File: config.mk
export PLATFORM = sky130hd
export DESIGN_NAME = mult_arbiter
export DESIGN_NICKNAME = d
export VERILOG_FILES = /design/src/rtl/mult_arbiter.sv
export SDC_FILE = /design/constraint.sdc
export NUM_CORES = 1
export LEC_CHECK = 0
export BUFFER_PORTS_ARGS = -buffer_cell sky130_fd_sc_hd__buf_2
export CORE_AREA = 2 2 129 131
export CTS_CLUSTER_DIAMETER = 120
export DETAILED_ROUTE_END_ITERATION = 10
export DIE_AREA = 0 0 131 133
export PLACE_DENSITY = 0.77
export SKIP_LAST_GASP = 1
export SYNTH_ARGS = -nofsm -noshare
export SYNTH_HDL_FRONTEND = slang
export SYNTH_SLANG_ARGS = --single-unit
File: constraint.sdc
create_clock -name clk -period 4.1 [get_ports clk]
set_input_delay 0.41 -clock clk [delete_from_list [all_inputs] [get_ports clk]]
set_output_delay 0.41 -clock clk [all_outputs]
set_load 0.02 [all_outputs]
File: src/rtl/mult_arbiter.sv
// Round-robin front end that lets several requesters share one pipelined multiplier.
// Issue-order tags are queued so each product is strobed back to the requester that issued it.
module mult_arbiter #(
  parameter int N_REQ        = 2,
  parameter int MAX_INFLIGHT = 8
) (
  input  logic                  clk,
  input  logic                  rst_n,
  input  logic [N_REQ-1:0]      req_valid,
  output logic [N_REQ-1:0]      req_ready,
  input  logic [N_REQ*32-1:0]   req_a,
  input  logic [N_REQ*32-1:0]   req_b,
  output logic [N_REQ-1:0]      resp_valid,
  output logic [63:0]           resp_result,
  output logic                  m_valid_in,
  output logic [31:0]           m_a,
  output logic [31:0]           m_b,
  input  logic                  m_valid_out,
  input  logic [63:0]           m_result,
  output logic [4:0]            inflight,
  output logic                  err_orphan
);

  localparam int PTR_W = $clog2(N_REQ);
  localparam int FW    = (MAX_INFLIGHT > 1) ? $clog2(MAX_INFLIGHT) : 1;

  logic [PTR_W-1:0] rr_ptr;
  logic [PTR_W-1:0] grant_idx;
  logic             grant_found;
  logic             accept;
  logic             pop;
  logic [PTR_W-1:0] tag_mem [MAX_INFLIGHT];
  logic [FW-1:0]    wr_ptr;
  logic [FW-1:0]    rd_ptr;

  function automatic logic [FW-1:0] ptr_next(input logic [FW-1:0] p);
    return (p == FW'(MAX_INFLIGHT - 1)) ? '0 : p + 1'b1;
  endfunction

  // Ready is masked by rst_n so nothing is offered while the block is held in reset.
  always_comb begin
    grant_found = 1'b0;
    grant_idx   = '0;
    req_ready   = '0;
    if (rst_n && (inflight < 5'(MAX_INFLIGHT))) begin
      for (int k = 0; k < N_REQ; k++) begin
        if (!grant_found && req_valid[(int'(rr_ptr) + k) % N_REQ]) begin
          grant_found = 1'b1;
          grant_idx   = PTR_W'((int'(rr_ptr) + k) % N_REQ);
        end
      end
      req_ready[grant_idx] = grant_found;
    end
  end

  assign accept = grant_found;
  assign pop    = m_valid_out && (inflight != 5'd0);

  always_ff @(posedge clk or negedge rst_n) begin
    if (!rst_n) begin
      rr_ptr      <= '0;
      m_valid_in  <= 1'b0;
      m_a         <= '0;
      m_b         <= '0;
      wr_ptr      <= '0;
      rd_ptr      <= '0;
      inflight    <= '0;
      resp_valid  <= '0;
      resp_result <= '0;
      err_orphan  <= 1'b0;
    end else begin
      m_valid_in <= accept;
      if (accept) begin
        m_a    <= req_a[int'(grant_idx)*32 +: 32];
        m_b    <= req_b[int'(grant_idx)*32 +: 32];
        rr_ptr <= PTR_W'((int'(grant_idx) + 1) % N_REQ);
        wr_ptr <= ptr_next(wr_ptr);
      end
      if (pop) begin
        rd_ptr      <= ptr_next(rd_ptr);
        resp_result <= m_result;
      end
      if (accept && !pop) begin
        inflight <= inflight + 5'd1;
      end else if (pop && !accept) begin
        inflight <= inflight - 5'd1;
      end
      resp_valid <= pop ? (N_REQ'(1) << tag_mem[rd_ptr]) : '0;
      // A return with nothing outstanding means the multiplier and this tracker disagree.
      if (m_valid_out && (inflight == 5'd0)) begin
        err_orphan <= 1'b1;
      end
    end
  end

  always_ff @(posedge clk) begin
    if (accept) begin
      tag_mem[wr_ptr] <= grant_idx;
    end
  end

endmodule

==> flow_summary.json <==
{
  "cp_max_fo": 133,
  "critPathLaunch": "rst_n",
  "grt_pass1_vias": 5891,
  "drtIter0Drc": 407,
  "drive_gt1_share_pct": 52.2,
  "yosys.area.top_type": "dfrtp_1",
  "p_leak_nw": 4.39,
  "worst_setup_path_end_kind": "output port",
  "wl_per_cell_um": 17.9,
  "synth-edff-count": 8,
  "worstSkewPairLatency_ns": 0.41,
  "core_area_mm2": 0.0162,
  "drc_errors": 0,
  "syn_nets": 757,
  "slowest_delay_ns": 0.92,
  "rsz0062_at_grt": "false",
  "path_cells": "dlygate4sd3_1 > buf_6 > nor3b_2 > buf_4 > and3_1 > buf_2",
  "gr-total-overflow": 0,
  "peakVddDrop_uv": 358,
  "hold_path_class": "input port to flip-flop",
  "period_needed_ns": 3.39,
  "rows": 47,
  "finalMaxSlewViolations": 0,
  "ctsResizeCount": 0,
  "antenna_found_initial": 0,
  "timing.max_cap.violations": 0,
  "path_buf_inv": 4,
  "die_height_um": 133,
  "synth_seq_cells": 152,
  "worst_setup_path_start_kind": "input port",
  "n_antenna_cell": 0,
  "fmax_mhz": 295,
  "synthCells": 551,
  "setup_viol": 0,
  "relSlewSlack_pct": 23.6,
  "place_congestion": 0.786,
  "p_per_area_mw_per_mm2": 705,
  "initial_utilization_pct": 43.8,
  "multi_input_area_mm2": 0.00294,
  "detailedPlacementHpwl_mm": 13.0,
  "grt_max_degree": 134,
  "cp_top_family": "buffers and inverters",
  "r2r_start": "inflight[3]$_DFFE_PN0P_",
  "die_w_um": 131,
  "grt_pass1_wl_mm": 29.6,
  "final_nets": 1057,
  "crit_type": "input port to output port",
  "rrSetupSlack_ns": 1.47,
  "synth_warnings": 0,
  "areaGrowthSynthToFinish_pct": 33.7,
  "finalHoldViolations": 0,
  "clockBufferDepth": 2,
  "synthTopCellsByArea": "dfrtp_1 (51%), o2bb2ai_1 (7.9%), o311ai_0 (7.9%)",
  "cp_data_arrival_time_ns": 2.98,
  "ff_latch_area_mm2": 0.00384,
  "htreeDepth": 4,
  "clk_pin_slew_ns": 0.06,
  "grt_usage_pct": 21.5,
  "fin_crit_sh_pct": 82.6,
  "io_buffers": 335,
  "synth_area_per_cell_um2": 12.9,
  "fin_worst_skew_ns": 0.0123,
  "ant_nets": 0,
  "slowest_stage": "buf_4",
  "cts_root_buffer": "clkbuf_16",
  "whs_ns": 0.214,
  "viasPerCell": 5.69,
  "cp_data_required_time_ns": 3.69,
  "hold_path_startpoint": "m_result[32]",
  "firstDrtPassIters": 5,
  "async_flop_share_pct": 94.7,
  "route.vias.total": 6163,
  "synth_ff_type": "dfrtp_1",
  "dieArea_mm2": 0.0174,
  "io_pins": 336,
  "n_fill_cell": 1312,
  "clock_sinks": 152,
  "status": "completed",
  "cts_tree": "built",
  "detail_route.wirelength_mm": 19.4,
  "numCtsBuffers": 17,
  "seq_area_frac_synth_pct": 54.2,
  "final.setup.tns_ns": 0,
  "postCtsSetupBuffers": 0,
  "yosys.area.top_type_share_pct": 50.8,
  "synth_area_mm2": 0.00709,
  "synth.distinct_cells": 41,
  "tightest_slew_ns": 1.15
}
[synth_stat cells, types with 3 or more instances]
cell       number
mux2_1          4
buf_6           7
nand3_1         4
ha_1            8
buf_2           4
nor3_1          3
mux2_4         20
clkbuf_1       48
o311ai_0       64
o2bb2ai_1      64
nor2b_1         4
a21oi_1         6
edfxtp_1        8
mux2_2         46
dfrtp_1       144
inv_1           3
buf_1           7
nor3b_1         5
nand2_1         4
a31oi_1        64
nor2_1          4
[where the power goes]
| part | switching (mW) | internal [mW] |
|---|---|---|
| clock network | 0.627 | 1.02 |
| registers | 0.361 | 2.03 |
| logic | 1.56 | 1.08 |
| total | 2.55 | 4.13 |
[cell families (layout without fill, tap and decap cells)]
| group | count (synthesis) | in the layout | synth area share, % |
|---|---|---|---|
| multiplexers | 74 | 74 | 13.1 |
| adder cells (fa/ha/maj) | 9 | 9 | 1.69 |
| AND/OR/NAND/NOR | 38 | 38 | 3.25 |
| XOR/XNOR | 2 | 2 | 0.247 |
| AO/OA/AOI/OAI | 206 | 206 | 23.0 |
| buffers and inverters | 70 | 383 | 4.52 |
| flip-flops | 152 | 152 | 54.2 |
[layer usage]
metal | GRT usage [%] | part of all wire [%] | vias to the layer above
met5 | 0 | 0 | -
met3 | 7.04 | 9.3 | 42
met1 | 27.4 | 41 | 2969
met4 | 8.22 | 2.5 | 0
li1 | - | - | 2831
met2 | 34.1 | 48 | 321
[worst register-to-register path: stages (launching register included)]
cell	delay, ns
dfrtp_1	0.45
or2_4	0.29
o41ai_4	0.25
ha_1	0.30
inv_1	0.13
ha_1	0.37
or4_1	0.50
o211ai_1	0.11
o211ai_1	0.10
[area by class of cell]
| cell class | instances | share of cell area, % |
|---|---|---|
| Sequential cell | 152 | 40.5 |
| Multi-Input combinational cell | 329 | 31.0 |
| Timing Repair Buffer | 347 | 18.7 |
| Clock buffer | 21 | 4.97 |
| Tap cell | 220 | 2.90 |
| Clock inverter | 11 | 1.66 |
| Inverter | 4 | 0.158 |
[cells in the final DEF (no fill, tap or decap), drive strengths merged, types with 3 or more instances in the layout]
cell and count:
nor2b 4, edfxtp 8, a21oi 6, nor3 3, clkbuf 21, nand3 4, mux2 70, a31oi 64
nand2 4, clkinv 4, ha 8, nor2 4, nor3b 5, inv 6, bufinv 3, o311ai 64
dfrtp 144, o2bb2ai 64, buf 346
[final timing paths]
check                                         endpoint  depth (start not counted)
setup / recovery                          req_ready[1]                          6
hold / removal             resp_result[32]$_DFFE_PN0P_                          2
setup reg to reg               inflight[4]$_DFFE_PN0P_                          8
hold reg to reg                 err_orphan$_DFFE_PN0P_                          1
max in group asynchronous        wr_ptr[0]$_DFFE_PN0P_                          3
min in group asynchronous  resp_result[12]$_DFFE_PN0P_                          2
[per-stage QoR]
step	power (mW)	setup slack, ns	instances	area (um^2)	util, %
global route	7.10	0.528	1084	9480	58.6
CTS	6.74	0.737	1084	9480	58.6
finish	6.68	0.713	1084	9480	58.6
global placement	5.02	1.30	1051	8840	54.7
floorplan	4.16	1.20	551	7090	-
detailed placement	5.07	1.23	1051	8840	54.7
[state kept, by name, summed over array words and instances (netlist names)]
| register | count |
|---|---|
| resp_valid | 2 |
| wr_ptr | 3 |
| inflight | 5 |
| m_b | 32 |
| rr_ptr | 1 |
| tag_mem | 8 |
| m_a | 32 |
| resp_result | 64 |
| m_valid_in | 1 |
| rd_ptr | 3 |
| err_orphan | 1 |
[timing repair]
action | in CTS | in global routing
hold endpoints to repair | 35 | 0
endpoints found under the setup margin | 0 | 0
hold buffers | 1 | 0
Note: power is estimated with default switching activity, not from simulation.
